==> config.mk <==
export PLATFORM = sky130hd
export DESIGN_NAME = message_packetizer
export DESIGN_NICKNAME = d
export VERILOG_FILES = /design/src/rtl/message_packetizer.sv
export SDC_FILE = /design/constraint.sdc
export NUM_CORES = 2
export LEC_CHECK = 0
export CAP_MARGIN = 25
export CORE_ASPECT_RATIO = 0.6
export CORE_MARGIN = 5
export CORE_UTILIZATION = 67
export DETAILED_ROUTE_END_ITERATION = 7
export PLACE_DENSITY = 0.81
export SLEW_MARGIN = 5
export SYNTH_ARGS = -nofsm -noshare
export SYNTH_HDL_FRONTEND = slang
export SYNTH_SLANG_ARGS = --single-unit
==> constraint.sdc <==
create_clock -name clk -period 5 [get_ports clk]
set_clock_uncertainty 0.15 [all_clocks]
set_input_delay 0.75 -clock clk [delete_from_list [all_inputs] [get_ports clk]]
set_output_delay 0.75 -clock clk [all_outputs]
set_load 0.05 [all_outputs]
==> src/rtl/message_packetizer.sv <==
// ============================================================================
// Module      : message_packetizer
// Description : Buffers a raw sample stream and emits header+payload packets
//               as contiguous bursts for the message stream combiner.
// Revision    : 1.0
// ============================================================================
`default_nettype none

module message_packetizer #(
    parameter int WIDTH                 = 32,
    parameter int PACKET_LENGTH         = 16,
    parameter int LOG_MAX_PACKET_LENGTH = 10,
    parameter int BUFFER_LENGTH         = 64,
    parameter int LOG_BUFFER_LENGTH     = 6
) (
    input  logic             clk,
    input  logic             rst_n,
    input  logic [WIDTH-1:0] in_data,
    input  logic             in_nd,
    input  logic             flush,
    output logic [WIDTH-1:0] out_data,
    output logic             out_nd,
    output logic             error
);

    localparam logic [0:0] c_st_idle    = 1'b0;
    localparam logic [0:0] c_st_payload = 1'b1;

    localparam logic [LOG_BUFFER_LENGTH:0]       c_buf_full  = (LOG_BUFFER_LENGTH+1)'(BUFFER_LENGTH);
    localparam logic [LOG_BUFFER_LENGTH:0]       c_pkt_cnt   = (LOG_BUFFER_LENGTH+1)'(PACKET_LENGTH);
    localparam logic [LOG_BUFFER_LENGTH:0]       c_cnt_one   = (LOG_BUFFER_LENGTH+1)'(1);
    localparam logic [LOG_BUFFER_LENGTH-1:0]     c_ptr_one   = LOG_BUFFER_LENGTH'(1);
    localparam logic [LOG_MAX_PACKET_LENGTH-1:0] c_pkt_len   = LOG_MAX_PACKET_LENGTH'(PACKET_LENGTH);
    localparam logic [LOG_MAX_PACKET_LENGTH-1:0] c_len_one   = LOG_MAX_PACKET_LENGTH'(1);

    logic [WIDTH-1:0]                 r_mem [BUFFER_LENGTH];
    logic [LOG_BUFFER_LENGTH-1:0]     r_wr_ptr;
    logic [LOG_BUFFER_LENGTH-1:0]     r_rd_ptr;
    logic [LOG_BUFFER_LENGTH:0]       r_count;
    logic [0:0]                       r_state;
    logic [LOG_MAX_PACKET_LENGTH-1:0] r_remaining;
    logic                             r_flush_pending;

    logic                             w_pop;
    logic                             w_full;
    logic                             w_push;
    logic                             w_want_flush;
    logic                             w_has_full;
    logic                             w_idle_ready;
    logic                             w_launch;
    logic [LOG_MAX_PACKET_LENGTH-1:0] w_len;
    logic [WIDTH-1:0]                 w_header;

    assign w_pop        = (r_state == c_st_payload);
    assign w_full       = (r_count == c_buf_full) && !w_pop;
    assign w_push       = in_nd && !w_full;
    assign w_want_flush = flush || r_flush_pending;
    assign w_has_full   = (r_count >= c_pkt_cnt);
    // Holding off while out_nd is still high guarantees an idle cycle between packets.
    assign w_idle_ready = (r_state == c_st_idle) && !out_nd;
    assign w_launch     = w_idle_ready && (w_has_full || (w_want_flush && (r_count != '0)));
    assign w_len        = w_has_full ? c_pkt_len : LOG_MAX_PACKET_LENGTH'(r_count);

    always_comb begin
        w_header                                       = '0;
        w_header[WIDTH-1]                              = 1'b1;
        w_header[WIDTH-2 -: LOG_MAX_PACKET_LENGTH]     = w_len;
    end

    always_ff @(posedge clk) begin
        if (w_push) begin
            r_mem[r_wr_ptr] <= in_data;
        end
    end

    always_ff @(posedge clk or negedge rst_n) begin
        if (!rst_n) begin
            r_wr_ptr        <= '0;
            r_rd_ptr        <= '0;
            r_count         <= '0;
            r_state         <= c_st_idle;
            r_remaining     <= '0;
            r_flush_pending <= 1'b0;
            out_data        <= '0;
            out_nd          <= 1'b0;
            error           <= 1'b0;
        end else begin
            if (in_nd && w_full) begin
                error <= 1'b1;
            end
            if (w_push) begin
                r_wr_ptr <= r_wr_ptr + c_ptr_one;
            end
            if (w_pop) begin
                r_rd_ptr <= r_rd_ptr + c_ptr_one;
            end
            case ({w_push, w_pop})
                2'b10:   r_count <= r_count + c_cnt_one;
                2'b01:   r_count <= r_count - c_cnt_one;
                default: r_count <= r_count;
            endcase

            out_nd <= 1'b0;
            case (r_state)
                c_st_idle: begin
                    if (w_launch) begin
                        out_data        <= w_header;
                        out_nd          <= 1'b1;
                        r_remaining     <= w_len;
                        r_flush_pending <= 1'b0;
                        r_state         <= c_st_payload;
                    end else if (w_idle_ready && w_want_flush) begin
                        r_flush_pending <= 1'b0;
                    end else if (flush) begin
                        r_flush_pending <= 1'b1;
                    end
                end
                c_st_payload: begin
                    out_data    <= r_mem[r_rd_ptr];
                    out_nd      <= 1'b1;
                    r_remaining <= r_remaining - c_len_one;
                    if (r_remaining == c_len_one) begin
                        r_state <= c_st_idle;
                    end
                    if (flush) begin
                        r_flush_pending <= 1'b1;
                    end
                end
                default: r_state <= c_st_idle;
            endcase
        end
    end

endmodule

`default_nettype wire

==> impl_metrics.toml <==
[status]
status = "finished clean"

[finish]
fillerInstances = 6223
drive_above_1_share_pct = 24.4
fin_cells = 5765
utilization_pct = 74.9
nNetsFinal = 4046
design_area_sq_um = 90700
areaGrowthSynthToFinish_pct = 11.5
final_cell_mix = "edfxtp_1, mux4_2, mux2i_1"
final_common_cell = "edfxtp_1"

[clock_network]
numCtsBuffers = 175
clkTransAtPathRegs_ns = 0.07
cts_tree = "yes"
cts_resized = 0
clockBufferDepth = 3
root_buffer = "clkbuf_16"
h-tree-depth = 4
post_cts_buffers = 0
clkLatencyLatePin_ns = 0.80
cts_hold_buf = 1
clock_sinks = 2113

[grt]
grt_pass1_vias = 42300
grt_max_degree = 88
grt_use_total_pct = 35.5
antenna_found_initial = 11
grt_pass1_wl_microns = 318000
grt_overflow_total = 0

[floorplan]
rows = 99
fp.dieArea_sq_um = 129000
num_io_pins = 70
die_y_microns = 280
initial_core_util_pct = 67.2
chipWidth_microns = 460
core_area_sq_um = 121000

[synth]
syn_avg_cell_area_sq_um = 21.6
ys_types = 60
syn_nets = 3807
async_flop_share_pct = 3.08
synth_edf_count = 2048
synth_top_area_share_pct = 75.6
synth_area_leaders = "edfxtp_1, mux4_2, mux2i_1, dfrtp_1, nor2_1"
synth_cells = 3761
ys_seq_elements = 2113
ys_seq_area_share_pct = 77.6
dominantRegCellSynth = "edfxtp_1"
yosys.area.top_type = "edfxtp_1"
syn-cell-area_sq_um = 81300
yosysWarnings = 0

[critical_path]
startpoint_type = "flop"
worst-setup-path-type = "reg2reg"
end_kind = "flop"
cp.arrival_ns = 4.33
reg2reg_to = "out_data[27]"
r2r_slack_ns = 1.19
path_max_fanout = 51
rr_worst_depth = 6
rr_startpoint = "r_rd_ptr[0]"
critical_path_required_ns = 5.52

[sta]
worst_pin_slew_ns = 1.22
fin_crit_sh_pct = 76.1
fmax_mhz = 263
timing.final.hold_violations = 0
min_period_ns = 3.81
slew_headroom_pct = 18.2
rsz0062_at_grt = "no"
finalMaxSlewViolations = 0
setup-tns-final_ns = 0
setup_viol = 0

[power_and_ir_drop]
leakage_nw = 29.1
powerDensity_nw_per_um2 = 567
max-vdd-ir-drop_v = 0.000379

[place]
port_buffers = 69
placedCellCount = 5433
gp_congestion = 0.921
dp_hpwl_microns = 130000
placed_area_sq_um = 85000

[drt]
drt_iter0_markers = 8627
drcViolationCount = 0
drt-total-wl_microns = 225000
avgRoutedWirePerCell_microns = 39.0
vias = 43400
drtAntennaViolNets = 0
drtPass1Iterations = 8
via_per_inst = 7.53

[min_path]
hold_path_class = "in2reg"
min_from = "in_data[10]"
whs_endpoint = "r_mem[33][10]"
hold_depth = 1

[job]
drv_cap = 0
-- state kept, by name (all words and copies together) (netlist names) --
register	cells
r_mem	2048
out_data	32
r_remaining	10
r_count	7
r_rd_ptr	6
r_wr_ptr	6
error	1
out_nd	1
r_flush_pending	1
r_state	1
-- worst max-delay path, cell delays in order, from the launching register on --
cell and delay (ns):
dfrtp_4 0.80, buf_12 0.44, buf_4 0.38, mux4_2 0.56, a221oi_1 0.59, o21ai_0 0.32
a221o_1 0.37
-- per-stage QoR --
| step | power [mW] | setup WS (ns) | hold WS [ns] |
|---|---|---|---|
| 6_report | 51.4 | 1.19 | 0.108 |
| 3_5_place_dp | 37.5 | 1.26 | 0.304 |
| 4_1_cts | 51.0 | 1.25 | 0.0536 |
| 5_1_grt | 52.7 | 1.09 | 0.0973 |
| 3_3_place_gp | 37.2 | 1.31 | 0.304 |
| 2_1_floorplan | 31.4 | 1.60 | 0.300 |
-- cell families after synthesis --
group           after synthesis  share of synthesized area (%)
xor+xnor                     16                          0.172
fa+ha+maj                    10                          0.163
buf+inv                     222                           1.63
simple gates                274                           1.51
flops                      2113                           77.6
compound gates              403                           3.43
mux                         723                           15.5
-- Yosys cell counts, types with 27 or more instances --
| cell | instances |
|---|---|
| o21ai_0 | 65 |
| buf_4 | 31 |
| edfxtp_1 | 2048 |
| nand3_1 | 27 |
| nand2_1 | 85 |
| mux4_2 | 427 |
| dfrtp_1 | 65 |
| buf_2 | 46 |
| o221ai_1 | 36 |
| a211oi_1 | 33 |
| clkbuf_1 | 79 |
| o22ai_1 | 50 |
| a21oi_1 | 69 |
| buf_6 | 34 |
| mux2i_1 | 278 |
| nor2_1 | 102 |
| a22oi_1 | 36 |
-- layer usage --
metal	wire length [microns]	track usage [%]	vias up
met2	99500	50.8	4365
met1	79700	52.1	22100
met3	35900	12.3	603
li1	-	-	16300
met4	9450	13.1	14
met5	97	0	-
-- how the worst max path moves through the flow --
stage,start,to,cells after the start
finish,r_rd_ptr[0],out_data[27],6
global route,r_rd_ptr[0],out_data[27],6
global placement,in_nd,r_mem[8][27],6
floorplan,in_nd,r_mem[63][0],4
detailed placement,in_nd,r_mem[16][10],6
CTS,r_rd_ptr[0],out_data[27],6
-- layout make-up --
cell class	instances	area [sq um]	share of cell area (%)
antenna	8	20.0	0.0221
clock buffer	227	4750	5.24
sequential	2113	63100	69.7
inverter	11	43.8	0.0483
timing repair buffer	273	2530	2.79
multi-input combinational	1426	17400	19.2
tap	1616	2020	2.23
clock inverter	91	732	0.807
-- where the power goes --
| part | total [mW] | internal, mW | switching (mW) |
|---|---|---|---|
| Sequential | 21.4 | 20.3 | 1.08 |
| Combinational | 16.6 | 6.33 | 10.2 |
| Clock | 13.5 | 7.27 | 6.21 |
| Total | 51.4 | 33.9 | 17.5 |
Power figures use the tool's default switching activity.
